### src/rtl/fc_load_sequencer.sv
// Streams flatten data, weight1, weight2 and a one-hot right-answer vector into the FC external write port.
// Optional AUTO_ENABLE_EN: raise fc_enable after a load that included the right-answer phase.
module fc_load_sequencer #(
    parameter int FRT_CELL = 14,
    parameter int MID_CELL = 10,
    parameter int BCK_CELL = 5,
    parameter int ONE_VAL  = 1536,
    parameter int SRC_AW   = 16
) (
    input  logic              clk,
    input  logic              reset_n,
    input  logic              load_start,
    input  logic [3:0]        load_sel,
    input  logic [7:0]        answer_idx,
    output logic              src_rd_en,
    output logic [SRC_AW-1:0] src_addr,
    input  logic [15:0]       src_data,
    output logic              ex_we,
    output logic [15:0]       ex_addr,
    output logic [15:0]       ex_value,
    output logic              weight1,
    output logic              weight2,
    output logic              right_answer,
    input  logic              fc_all_end,
    output logic              fc_enable,
    output logic              busy,
    output logic              load_done
);

    localparam int CW = $clog2(FRT_CELL * MID_CELL);
    localparam logic [CW-1:0] LAST_FLAT = CW'(FRT_CELL - 1);
    localparam logic [CW-1:0] LAST_W1   = CW'(FRT_CELL * MID_CELL - 1);
    localparam logic [CW-1:0] LAST_W2   = CW'(MID_CELL * BCK_CELL - 1);
    localparam logic [CW-1:0] LAST_ANS  = CW'(BCK_CELL - 1);

    typedef enum logic [2:0] {IDLE, SETUP, STREAM, DRAIN, GAP, DONE} state_t;
    typedef enum logic [1:0] {PH_FLAT, PH_W1, PH_W2, PH_ANS} phase_t;

    typedef struct packed {
        logic        ans;
        logic [15:0] addr;
        logic [15:0] val;
    } wr_t;

    state_t      state, state_n;
    phase_t      phase, nxt_phase;
    logic        nxt_found;
    logic [3:0]  sel_q, scan_sel;
    logic [2:0]  scan_lo;
    logic [7:0]  idx_q;
    logic [CW-1:0] cnt, cnt_last;
    logic [1:0]  vld_pipe;
    wr_t         wr_q;
    logic [15:0] fc_base;
    logic [SRC_AW-1:0] src_base;
    logic        start_ok, flags_on;

    // Lowest selected phase at or after the scan start; IDLE scans the live mask.
    always_comb begin
        scan_sel  = (state == IDLE) ? load_sel : sel_q;
        scan_lo   = (state == IDLE) ? 3'd0 : ({1'b0, phase} + 3'd1);
        nxt_found = 1'b0;
        nxt_phase = PH_FLAT;
        for (int p = 3; p >= 0; p--) begin
            if (3'(p) >= scan_lo && scan_sel[p]) begin
                nxt_found = 1'b1;
                nxt_phase = phase_t'(2'(p));
            end
        end
    end

    always_comb begin
        cnt_last = LAST_FLAT;
        fc_base  = 16'd0;
        src_base = '0;
        case (phase)
            PH_FLAT: begin cnt_last = LAST_FLAT; fc_base = 16'd0;          src_base = '0; end
            PH_W1:   begin cnt_last = LAST_W1;   fc_base = 16'(FRT_CELL);  src_base = SRC_AW'(FRT_CELL); end
            PH_W2:   begin cnt_last = LAST_W2;   fc_base = 16'(MID_CELL);  src_base = SRC_AW'(FRT_CELL * (1 + MID_CELL)); end
            default: begin cnt_last = LAST_ANS;  fc_base = 16'(BCK_CELL);  src_base = '0; end
        endcase
    end

    always_comb begin
        state_n = state;
        case (state)
            IDLE:    if (start_ok) state_n = nxt_found ? SETUP : DONE;
            SETUP:   state_n = STREAM;
            STREAM:  if (cnt == cnt_last) state_n = DRAIN;
            DRAIN:   state_n = GAP;
            GAP:     state_n = nxt_found ? SETUP : DONE;
            default: state_n = IDLE;
        endcase
    end

    always_ff @(posedge clk or negedge reset_n) begin
        if (!reset_n) state <= IDLE;
        else          state <= state_n;
    end

    always_ff @(posedge clk or negedge reset_n) begin
        if (!reset_n) begin
            phase       <= PH_FLAT;
            sel_q       <= '0;
            idx_q       <= '0;
            cnt         <= '0;
            vld_pipe[1] <= 1'b0;
            wr_q        <= '0;
        end else begin
            if (state == IDLE && start_ok) begin
                sel_q <= load_sel;
                idx_q <= answer_idx;
                phase <= nxt_phase;
                cnt   <= '0;
            end else if (state == GAP && nxt_found) begin
                phase <= nxt_phase;
            end else if (state == STREAM) begin
                cnt <= (cnt == cnt_last) ? '0 : cnt + 1'b1;
            end
            vld_pipe[1] <= vld_pipe[0];
            if (vld_pipe[0]) begin
                wr_q.ans  <= (phase == PH_ANS);
                wr_q.addr <= fc_base + 16'(cnt);
                wr_q.val  <= (phase == PH_ANS && 16'(cnt) == 16'(idx_q)) ? 16'(ONE_VAL) : 16'd0;
            end else begin
                wr_q <= '0;
            end
        end
    end

    assign vld_pipe[0] = (state == STREAM);
    assign src_rd_en   = vld_pipe[0] && (phase != PH_ANS);
    assign src_addr    = src_rd_en ? (src_base + SRC_AW'(cnt)) : '0;

    // Source data arrives the cycle after the read, aligned with the registered write.
    assign ex_we    = vld_pipe[1];
    assign ex_addr  = wr_q.addr;
    assign ex_value = !vld_pipe[1] ? 16'd0 : (wr_q.ans ? wr_q.val : src_data);

    assign flags_on     = (state == SETUP) || (state == STREAM) || (state == DRAIN) || (state == GAP);
    assign weight1      = flags_on && (phase == PH_W1);
    assign weight2      = flags_on && (phase == PH_W2);
    assign right_answer = flags_on && (phase == PH_ANS);
    assign busy         = (state != IDLE);
    assign load_done    = (state == DONE);

`ifdef AUTO_ENABLE_EN
    logic en_q;
    always_ff @(posedge clk or negedge reset_n) begin
        if (!reset_n)                                     en_q <= 1'b0;
        else if (state == GAP && state_n == DONE && sel_q[3]) en_q <= 1'b1;
        else if (en_q && fc_all_end)                      en_q <= 1'b0;
    end
    assign fc_enable = en_q;
    assign start_ok  = load_start && !en_q;
`else
    logic unused_fc_all_end;
    assign unused_fc_all_end = fc_all_end;
    assign fc_enable = 1'b0;
    assign start_ok  = load_start;
`endif

endmodule

### config.mk
export PLATFORM = sky130hd
export DESIGN_NAME = fc_load_sequencer
export DESIGN_NICKNAME = d
export VERILOG_FILES = /design/src/rtl/fc_load_sequencer.sv
export SDC_FILE = /design/constraint.sdc
export NUM_CORES = 1
export LEC_CHECK = 0
export CAP_MARGIN = 20
export CORE_MARGIN = 4
export CORE_UTILIZATION = 30
export DETAILED_ROUTE_END_ITERATION = 12
export GPL_TIMING_DRIVEN = 1
export RECOVER_POWER = 25
export SLEW_MARGIN = 0
export SYNTH_ARGS = -nofsm -noshare
export SYNTH_HDL_FRONTEND = slang
export SYNTH_SLANG_ARGS = --single-unit
### constraint.sdc
create_clock -name clk -period 7.07 [get_ports clk]
set_clock_uncertainty 0.05 [all_clocks]
set_input_delay 0.707 -clock clk [delete_from_list [all_inputs] [get_ports clk]]
set_output_delay 0.707 -clock clk [all_outputs]
set_load 0.01 [all_outputs]
Word level (Yosys, flattened, before mapping). Index checks and enable logic that the tools add are counted.

Word-level logic and storage cells: 80. Input port bits: 32. Output and inout port bits: 56. Flip-flop bits (word level): 59.

Equal/unequal tests: 14. Add/sub/neg operators: 4. Multiplexer cells: 28. Order comparisons: 4. Reduce and logical (&&, ||, !) cells: 21.

Operators with widths (count): $mux 16 (3); $mux 33 (1); $add 16x8->16 (2); $mux 8 (4); $pmux 8 s3 (1); $eq 8x8->1 (2); $pmux 8 s2 (1); $pmux 3 s5 (1); $mux 2 (6); $mux 3 (4); $pmux 4 s3 (1); $logic_and 1x1->1 (11); $mux 11 (1); $add 8x1->8 const B (1); $eq 3x2->1 const B (2); $eq 3x3->1 const B (2); $ge 1x3->1 const A (2); $ge 2x3->1 const A (2); $ne 2x2->1 const B (3); $eq 2x2->1 const B (2); $mux 1 (4); $mux 4 (1); $reduce_and 2->1 (2); $reduce_bool 2->1 (2); other kinds (8) (10).

Longest topological paths before layout. Gate-level depths: netlist (run 1).

Depth after elaboration: 11. Mapped depth: 9. Depth with buffers taken out: 9.

Worst setup path before layout (run 1). No wires, ideal clock.

Path type: reg-to-output. Start point: register phase[0]. End point: output port src_addr[7]. Data arrival time: 2277 ps. Path buffers: 0. Cell stages (with the launch flop): 10. Data required time: 6313 ps. Slack: 4036 ps. Cells stage by stage: dfrtp_1 -> inv_1 -> ha_1 -> ha_1 -> fa_1 -> a21oi_1 -> nor2_1 -> nor2_1 -> o21ai_0 -> a21oi_1.

Word-level cells in the longest chain between the ends: 4. Elaborated cells on any way between the ends: 7. Classes of those cells: add/sub: 1; eq/ne: 3; mux: 2; reduce/logical: 1.

Ends and longest elaborated chain: start, declared (RTL line 46) `phase_t phase, nxt_phase;`; start signal, assigned (RTL line 113) `phase <= nxt_phase;`; start signal, assigned (RTL line 116) `phase <= nxt_phase;`; $eq 2x2->1 or $eq 2x1->1 (tied branches) (RTL line 76) `case (phase)`; $pmux 8 s2 (RTL line 76); $add 16x8->16 (RTL line 133) `assign src_addr = src_rd_en ? (src_base + SRC_AW'(cnt)) : '0;`; $mux 16 * (RTL line 133); end, declared (RTL line 16) `output logic [SRC_AW-1:0] src_addr,`.

Mark *: on every way between the ends. The rest lies on a longest branch, timed or not.

Worst setup path in the final report (run 1). Same ends and word-level chain as after synthesis.

==> results of run 1 <==
==> per-stage QoR <==
stage | instances | util | hold slack (ns) | total power, mW | cell area [um2]
after global placement | 463 | 0.3945 | 0.4338 | 1.195 | 3307
final | 471 | 0.4080 | 0.4488 | 1.393 | 3420
after CTS | 471 | 0.4084 | 0.4533 | 1.408 | 3423
after detailed placement | 463 | 0.3945 | 0.4358 | 1.212 | 3307
after floorplan | 321 | - | 0.3614 | 0.9454 | 2693
after global routing | 471 | 0.4080 | 0.4838 | 1.530 | 3420
==> metal layers <==
metal,track usage,part of all wire
met3,0.02730,0.063
met5,0,0
met1,0.1555,0.42
met2,0.2082,0.51
met4,0.03734,0.0068
==> power by group <==
group	internal, mW	leakage [nW]	switching [mW]	total, mW
logic	0.387	1.01	0.421	0.808
registers	0.289	0.473	0.105	0.394
clock network	0.115	0.0585	0.0757	0.191
==> worst paths after layout <==
kind,end,slack [ns],cells after the start
worst max-delay path,src_addr[7],2.98,10
worst min-delay path,idx_q[7]$_DFFE_PN0P_,0.45,2
worst max register to register,cnt[2]$_DFFE_PN0P_,4.36,8
worst min register to register,idx_q[7]$_DFFE_PN0P_,0.45,2
max in group asynchronous,ex_addr[5]$_DFF_PN0_,4.33,2
min in group asynchronous,sel_q[3]$_DFFE_PN0P_,1.47,2
==> layout make-up <==
cell class / instances / area share
Tap cell: 105 / 0.03842
Clock buffer: 7 / 0.02525
Timing Repair Buffer: 72 / 0.2089
Inverter: 13 / 0.01427
Sequential cell: 37 / 0.2708
Multi-Input combinational cell: 236 / 0.4336
Clock inverter: 1 / 0.008782
==> cell families (layout without fill, tap and decap cells) <==
| kind of cell | count (synthesis) | after routing | synth area share |
|---|---|---|---|
| and+or+nand+nor | 131 | 131 | 0.2464 |
| AOI/OAI and AO/OA | 50 | 50 | 0.1294 |
| buffers and inverters | 48 | 93 | 0.1076 |
| DFF | 37 | 37 | 0.3507 |
| xor gates and xnor gates | 21 | 21 | 0.06967 |
| adders and majority gates | 18 | 18 | 0.09100 |
| other | 1 | 15 | 0.001420 |
| muxes | 1 | 1 | 0.003792 |
==> worst max-delay path, cell delays in order (launching register included) <==
cell and delay, ns:
dfrtp_1 0.52, inv_1 0.14, ha_1 0.49, ha_1 0.30
fa_1 0.43, a21oi_1 0.17, nor2_1 0.05, nor2_1 0.16
o21ai_0 0.10, a21oi_1 0.12, clkdlybuf4s50_1 0.55
==> flip-flops by register name, indices dropped and copies added, names as in the netlist <==
register / cells
phase: 2
cnt: 8
sel_q: 4
wr_q: 2
ex_we: 1
state: 3
idx_q: 8
ex_addr: 9
==> layout by cell type (no fill, tap or decap), drive strengths merged, types with 2 or more instances in the layout <==
master	instances
o21bai	3
a21boi	2
and2	24
a31oi	6
xor2	11
and3	4
clkdlybuf4s50	70
a21oi	11
clkbuf	8
dfrtp	37
o21ai	11
nor3	3
nand3	7
a21o	4
nand4	5
ha	16
inv	12
nand2	51
a22o	2
xnor2	10
nor4	4
o22ai	2
fa	2
nor2	19
or3	6
nand2b	3
or2	2
conb	15
==> reports/metrics.yaml, run 1 <==
place.gp.congestion: 0.7748
synth_top_area_share: 0.3507
row_count: 33
ys_seq_area_frac: 0.3507
cts_resized: 0
yosys_warnings: 0
yosys_most_used_dff: "dfrtp_1"
vias: 2240
fin_crit_sh: 0.5790
crit_path_start_kind: "flop"
viasPerCell: 4.756
antenna_found_initial: 0
synth_largest_area_cell: "dfrtp_1"
yosys-top-cells-count: "nand2_1, dfrtp_1, and2_1, buf_4, nor2_1"
num_io_pins: 88
hold_viol_final: 0
p_leak_nw: 1.544
grt_pass1_wl_um: 10250
vdd_drop_max_uv: 200.1
wl_per_cell_um: 13.11
grtUsageTotal: 0.1223
synth_area_leaders: "dfrtp_1, ha_1, nand2_1, buf_4, and2_1"
powerDensity_mw_per_mm2: 407.3
finalMaxSlewViolations: 38
yosysMostFrequentCell: "nand2_1"
relSlewSlack: -0.3541
synthToLayoutAreaGrowth_pct: 29.53
core-area_mm2: 0.008382
grt-ovfl-total: 0
synth_edf_count: 0
cts_max_level: 2
fmax_mhz: 244.3
drtIter0Drc: 89
worst_skew_pair.late_latency_ns: 0.30
rsz0062_at_grt: "false"
syn_inst: 307
diodes: 0
path_max_fanout: 9
cp_data_arrival_time_ns: 3.34
cts_buffer_depth: 2
synth_cell_type_count: 47
dp_slack_ns: 3.292
dr.pass1.iters: 4
r2r-start: "phase[0]$_DFFE_PN0P_"
syn_area_mm2: 0.002640
post_cts_buffers: 0
cts_buffers: 5
drive_gt1_frac: 0.03552
violations: "max-capacitance violations, max-slew violations"
setup_ws_ns: 2.976
die_h_um: 101.8
hold_start: "idx_q[7]$_DFFE_PN0P_"
min_path_type: "flop to flop"
synth-seq-cells: 37
route.detailed.drc: 0
min_period_ns: 4.094
cts_tree: "yes"
setup_viol_count_final: 0
postCtsHoldBufs: 0
fin_tns_setup_ns: 0
ant_nets: 0
status: "finished, violations left"
async_reset_ff_frac: 1.000
grt_pass1_vias: 2193
routed_wl_um: 6176
crit_path_end_kind: "output pin"
cts.clk_slew.worst_paths_ns: 0.08
initial_core_util: 0.3150
required_ns: 6.31
syn_avg_cell_area_um2: 8.599
nNetsFinal: 415
regArea_um2: 925.9
worstMarginPinSlew_ns: 2.031
die_area_mm2: 0.01037
cap_violations: 1
criticalPathCategory: "flop to output pin"
grt_max_degree: 38
fillers: 844
io_buffer_count: 71
cts.sinks: 37
dieWidth_um: 101.8
worstSetupStartpoint: "phase[0]$_DFFE_PN0P_"
hpwl_um: 4765
multi_input_area_mm2: 0.001483
cts-root-buf: "clkbuf_8"
No activity file was read; power rests on OpenSTA's default activity.
==> run 2, diff against run 1 <==
==> constraint.sdc (replaced) <==
create_clock -name clk -period 3.8 [get_ports clk]
set_clock_uncertainty 0.05 [all_clocks]
set_input_delay 0.38 -clock clk [delete_from_list [all_inputs] [get_ports clk]]
set_output_delay 0.38 -clock clk [all_outputs]
set_load 0.01 [all_outputs]
==> reports/metrics.yaml, run 2 (synthesis results as in run 1) <==
status: "finished, violations left"
violations: "max-capacitance violations, max-slew violations"
dp_cells: 463  # unchanged
finalMaxSlewViolations: 38  # unchanged
row_count: 33  # unchanged
diodes: 0  # unchanged
antenna_found_initial: 0  # unchanged
cap_violations: 1  # unchanged
drtIter0Drc: 113  # +27%
fin_tns_setup_ns: 0  # unchanged
cp_data_arrival_time_ns: 3.10  # -0.24 ns
route.detailed.drc: 0  # unchanged
cts.clk_slew.worst_paths_ns: 0.07  # about the same
num_io_pins: 88  # unchanged
crit_path_start_kind: "flop"
wl_per_cell_um: 13.00  # -0.84%
rsz0062_at_grt: "false"
p_leak_nw: 1.541  # -0.22%
grtUsageTotal: 0.1206  # -0.001680
grt_max_degree: 38  # unchanged
cts_buffers: 5  # unchanged
viasPerCell: 4.675  # -1.7%
critPathMaxStageDelay_ns: 0.55  # about the same
fmax_mhz: 283.3
min_period_ns: 3.530
hpwl_um: 4750  # -0.32%
critPathSlowestCell: "clkdlybuf4s50_1"
worstMarginPinSlew_ns: 1.998  # -0.03351 ns
ant_nets: 0  # unchanged
switching_power_mw: 1.119  # +86%
path_cells: "inv_1, ha_2, ha_1, fa_1, a21oi_1, nor2_1, nor2_1, o21ai_0, a21oi_1, clkdlybuf4s50_1"
p_comb_frac: 0.582  # +0.002
fin_crit_sh: 0.9290
crit_path_end_kind: "output pin"
io_buffer_count: 71  # unchanged
dieWidth_um: 101.8  # unchanged
fin_cells: 471  # unchanged
die_area_mm2: 0.01037  # unchanged
vias: 2202  # -1.7%
die_h_um: 101.8  # unchanged
setup_viol_count_final: 0  # unchanged
postCtsHoldBufs: 0  # unchanged
internal_power_mw: 1.478  # +87%
grt-ovfl-total: 0  # unchanged
seq_power_share: 0.282  # about the same
nNetsFinal: 415  # unchanged
mostFrequentLayoutCell: "clkdlybuf4s50_1"
cts_tree: "yes"
hold_viol_final: 0  # unchanged
critPathTopFamily: "adder cells"
setup_ws_ns: 0.2700  # -2.706 ns
path_buf_inv: 2  # unchanged
dp_slack_ns: 0.3909  # -2.901 ns
grt_pass1_wl_um: 9998  # -2.5%
drive_gt1_frac: 0.04372  # +0.008197
largest_register_ffs: 9  # unchanged
relSlewSlack: -0.3318  # +0.02234
cts-root-buf: "clkbuf_8"
post_cts_buffers: 0  # unchanged
swShare: 0.4310  # -0.001011
mostFrequentLayoutCells: "clkdlybuf4s50_1, nand2_1, dfrtp_1"
routed_wl_um: 6124  # -0.84%
powerDensity_mw_per_mm2: 757.9  # +86%
criticalPathCategory: "flop to output pin"
initial_core_util: 0.3150  # unchanged
cts_buffer_depth: 2  # unchanged
dr.pass1.iters: 4  # unchanged
cts.sinks: 37  # unchanged
cts_resized: 0  # unchanged
p_clk_frac: 0.135  # -0.002
cts_max_level: 2  # unchanged
vdd_drop_max_uv: 408.6  # +100%
core-area_mm2: 0.008382  # unchanged
grt_pass1_vias: 2100  # -4.2%
min_path_type: "flop to flop"
required_ns: 3.37  # -2.94 ns
place.gp.congestion: 0.7804  # +0.72%
worst_skew_pair.late_latency_ns: 0.29  # about the same
synthToLayoutAreaGrowth_pct: 29.81
path_max_fanout: 9  # unchanged
[run 2: power by group through the flow]
| stage | Combinational [mW] | Sequential (mW) | Clock [mW] |
|---|---|---|---|
| after floorplan | 1.13 | 0.634 | 0 |
| after global placement | 1.49 | 0.735 | 0 |
| after detailed placement | 1.52 | 0.741 | 0 |
| after CTS | 1.53 | 0.733 | 0.364 |
| after global routing | 1.72 | 0.755 | 0.384 |
| final | 1.51 | 0.733 | 0.352 |
[run 2: per-stage QoR]
| step | utilization | power, mW | hold slack, ns | cell area (um2) |
|---|---|---|---|---|
| floorplan | - | 1.759 | 0.03441 | 2693 |
| global placement | 0.3945 | 2.224 | 0.4331 | 3307 |
| detailed placement | 0.3945 | 2.261 | 0.4350 | 3307 |
| CTS | 0.4089 | 2.627 | 0.4544 | 3427 |
| global route | 0.4089 | 2.861 | 0.4885 | 3427 |
| finish | 0.4089 | 2.597 | 0.4461 | 3427 |
[run 2: path summary, 6_finish.rpt]
path | cells past startpoint | from | endpoint | slack [ns]
worst max-delay path | 10 | phase[0]$_DFFE_PN0P_ | src_addr[7] | 0.27
worst min-delay path | 2 | idx_q[7]$_DFFE_PN0P_ | idx_q[7]$_DFFE_PN0P_ | 0.45
worst max register to register | 8 | phase[0]$_DFFE_PN0P_ | cnt[5]$_DFFE_PN0P_ | 1.23
worst min register to register | 2 | idx_q[7]$_DFFE_PN0P_ | idx_q[7]$_DFFE_PN0P_ | 0.45
max in group asynchronous | 2 | reset_n | phase[0]$_DFFE_PN0P_ | 1.28
min in group asynchronous | 2 | reset_n | state[0]$_DFFE_PN0P_ | 1.14
[run 2: layer usage]
layer | part of all wire | wire length [um] | GRT usage | up-vias
li1 | - | - | - | 1112
met2 | 0.50 | 3062 | 0.2088 | 62
met3 | 0.066 | 405 | 0.02799 | 7
met5 | 0 | 0 | 0 | -
met4 | 0.012 | 71 | 0.03128 | 0
met1 | 0.42 | 2585 | 0.1522 | 1021
[run 2: cell type report]
type / count / area [um2]
fill: 849 / 4955
multi-input combinational: 236 / 1485
sequential: 37 / 927.1
timing repair buffer: 72 / 714.4
tap: 105 / 131.4
clock buffer: 6 / 82.58
inverter: 13 / 48.80
clock inverter: 2 / 37.54
[run 2: worst register-to-register path, stage by stage (launching register included)]
cell and delay, ns:
dfrtp_2 0.45, inv_1 0.11, ha_1 0.28, ha_1 0.31, or3b_4 0.39, a2111oi_4 0.44, nand2_4 0.15, a31oi_1 0.19
o22ai_1 0.09
==> run 3, diff against run 2 <==
--- a/config.mk
+++ b/config.mk
@@ -7,9 +7,10 @@
 export LEC_CHECK = 0
 export CAP_MARGIN = 20
 export CORE_MARGIN = 4
-export CORE_UTILIZATION = 30
+export CORE_UTILIZATION = 46
 export DETAILED_ROUTE_END_ITERATION = 12
 export GPL_TIMING_DRIVEN = 1
+export PLACE_DENSITY = 0.8
 export RECOVER_POWER = 25
 export SLEW_MARGIN = 0
 export SYNTH_ARGS = -nofsm -noshare
==> reports/metrics.yaml, run 3 (synthesis results as in run 1) <==
nNetsFinal: 416  # +0.24%
finalMaxSlewViolations: 38  # unchanged
grt_pass1_wl_um: 9846  # -1.5%
cts_max_level: 2  # unchanged
largest_register_ffs: 9  # unchanged
critPathMaxStageDelay_ns: 0.56  # about the same
vias: 2262  # +2.7%
cts_resized: 0  # unchanged
cts.sinks: 37  # unchanged
ant_nets: 0  # unchanged
io_buffer_count: 71  # unchanged
path_cells: "inv_1, ha_1, ha_1, fa_1, a21oi_1, nor2_1, nor2_1, o21ai_0, a21oi_1, clkdlybuf4s50_1"
cp_data_arrival_time_ns: 3.09  # about the same
route.detailed.drc: 0  # unchanged
ff2ff_path_depth: 8  # unchanged
crit_path_start_kind: "flop"
rsz0062_at_grt: "false"
drive_gt1_frac: 0.04087  # -0.002844
hold_viol_final: 0  # unchanged
mostFrequentLayoutCell: "clkdlybuf4s50_1"
cts.clk_slew.worst_paths_ns: 0.07  # about the same
path_buf_inv: 2  # unchanged
mostFrequentLayoutCells: "clkdlybuf4s50_1, nand2_1, dfrtp_1"
fin_tns_setup_ns: 0  # unchanged
criticalPathCategory: "flop to output pin"
die_area_mm2: 0.007015  # -32%
fmax_mhz: 283.9  # +0.21%
row_count: 27  # -18%
post_cts_buffers: 0  # unchanged
wl_per_cell_um: 13.31  # +2.3%
grt_util_met2: 0.2849  # +0.07614
hpwl_um: 4552  # -4.2%
status: "finished, violations left"
relSlewSlack: -0.2780  # +0.05374
met3_usage: 0.05133  # +0.02335
fin_crit_sh: 0.9270  # -0.001964
worstMarginPinSlew_ns: 1.917  # -0.08061 ns
place.gp.congestion: 0.8602  # +10%
cts-root-buf: "clkbuf_8"
grtUsageMet1: 0.2048  # +0.05257
critPathTopFamily: "adder cells"
dieWidth_um: 83.76  # -18%
core-area_mm2: 0.005540  # -34%
min_path_type: "flop to flop"
setup_viol_count_final: 0  # unchanged
antenna_found_initial: 0  # unchanged
cts_tree: "yes"
min_period_ns: 3.523  # -0.007464 ns
drtIter0Drc: 118  # +4.4%
holdPathStages: 2  # unchanged
viasPerCell: 5.153  # +10%
p_leak_nw: 1.545  # +0.27%
cts_buffers: 5  # unchanged
die_h_um: 83.76  # -18%
postCtsHoldBufs: 0  # unchanged
vdd_drop_max_uv: 534.4  # +31%
cts_buffer_depth: 2  # unchanged
critPathSlowestCell: "clkdlybuf4s50_1"
diodes: 0  # unchanged
dr.pass1.iters: 4  # unchanged
grt_pass1_vias: 2146  # +2.2%
num_io_pins: 88  # unchanged
worst_skew_pair.late_latency_ns: 0.30  # about the same
required_ns: 3.37  # about the same
grtUsageTotal: 0.1686  # +0.04801
path_max_fanout: 9  # unchanged
synthToLayoutAreaGrowth_pct: 27.68
crit_path_end_kind: "output pin"
powerDensity_mw_per_mm2: 756.6  # -0.17%
grt_max_degree: 38  # unchanged
grt-ovfl-total: 0  # unchanged
top_usage_layer: "met2"
violations: "max-capacitance violations, max-slew violations"
initial_core_util: 0.4765  # +0.1615
final_util: 0.6084  # +0.1995
cap_violations: 1  # unchanged
routed_wl_um: 5842  # -4.6%
cp.depth: 10  # unchanged
-- run 3: where the power goes --
group	switching, mW	internal, mW
Clock	0.137	0.164
Combinational	0.793	0.729
Sequential	0.189	0.538
Total	1.12	1.43
-- run 3: cell type report --
type / count / area [um2]
flip-flops and latches: 37 / 925.9
clock buffers: 7 / 96.34
repair buffers: 73 / 721.9
well taps: 72 / 90.09
inverters: 13 / 48.80
fillers: 503 / 2170
clock inverters: 1 / 5.005
multi-input cells: 236 / 1483
-- run 3: worst reg2reg max path: stages, from the launching register on --
cell and delay [ns]:
dfrtp_1 0.50, inv_1 0.13, ha_1 0.29, ha_1 0.31
or3b_4 0.38, a2111oi_4 0.44, nand2_4 0.14, a31oi_1 0.21
o22ai_1 0.10
-- run 3: worst paths after layout --
check / startpoint / slack (ns) / to
min: idx_q[7]$_DFFE_PN0P_ / 0.45 / idx_q[7]$_DFFE_PN0P_
max: phase[0]$_DFFE_PN0P_ / 0.28 / src_addr[7]
min in group asynchronous: reset_n / 1.10 / idx_q[6]$_DFFE_PN0P_
max in group asynchronous: reset_n / 1.50 / ex_addr[3]$_DFF_PN0_
min reg2reg: idx_q[7]$_DFFE_PN0P_ / 0.45 / idx_q[7]$_DFFE_PN0P_
max reg2reg: phase[0]$_DFFE_PN0P_ / 1.11 / cnt[2]$_DFFE_PN0P_
-- run 3: layer usage --
layer	wire, um	part of all wire
met5	0	0
met4	81	0.014
met3	411	0.070
met2	2869	0.49
met1	2479	0.42
-- run 3: per-stage QoR --
step | cells | power, mW | setup slack, ns | hold slack [ns] | area, um2
6_report | 439 | 2.550 | 0.2774 | 0.4477 | 3371
3_5_place_dp | 431 | 2.258 | 0.6327 | 0.4374 | 3273
4_1_cts | 439 | 2.566 | 0.2746 | 0.4552 | 3374
3_3_place_gp | 431 | 2.202 | 0.6763 | 0.4362 | 3273
2_1_floorplan | 321 | 1.759 | 1.093 | 0.03441 | 2693
5_1_grt | 439 | 2.776 | 0.06688 | 0.4850 | 3371
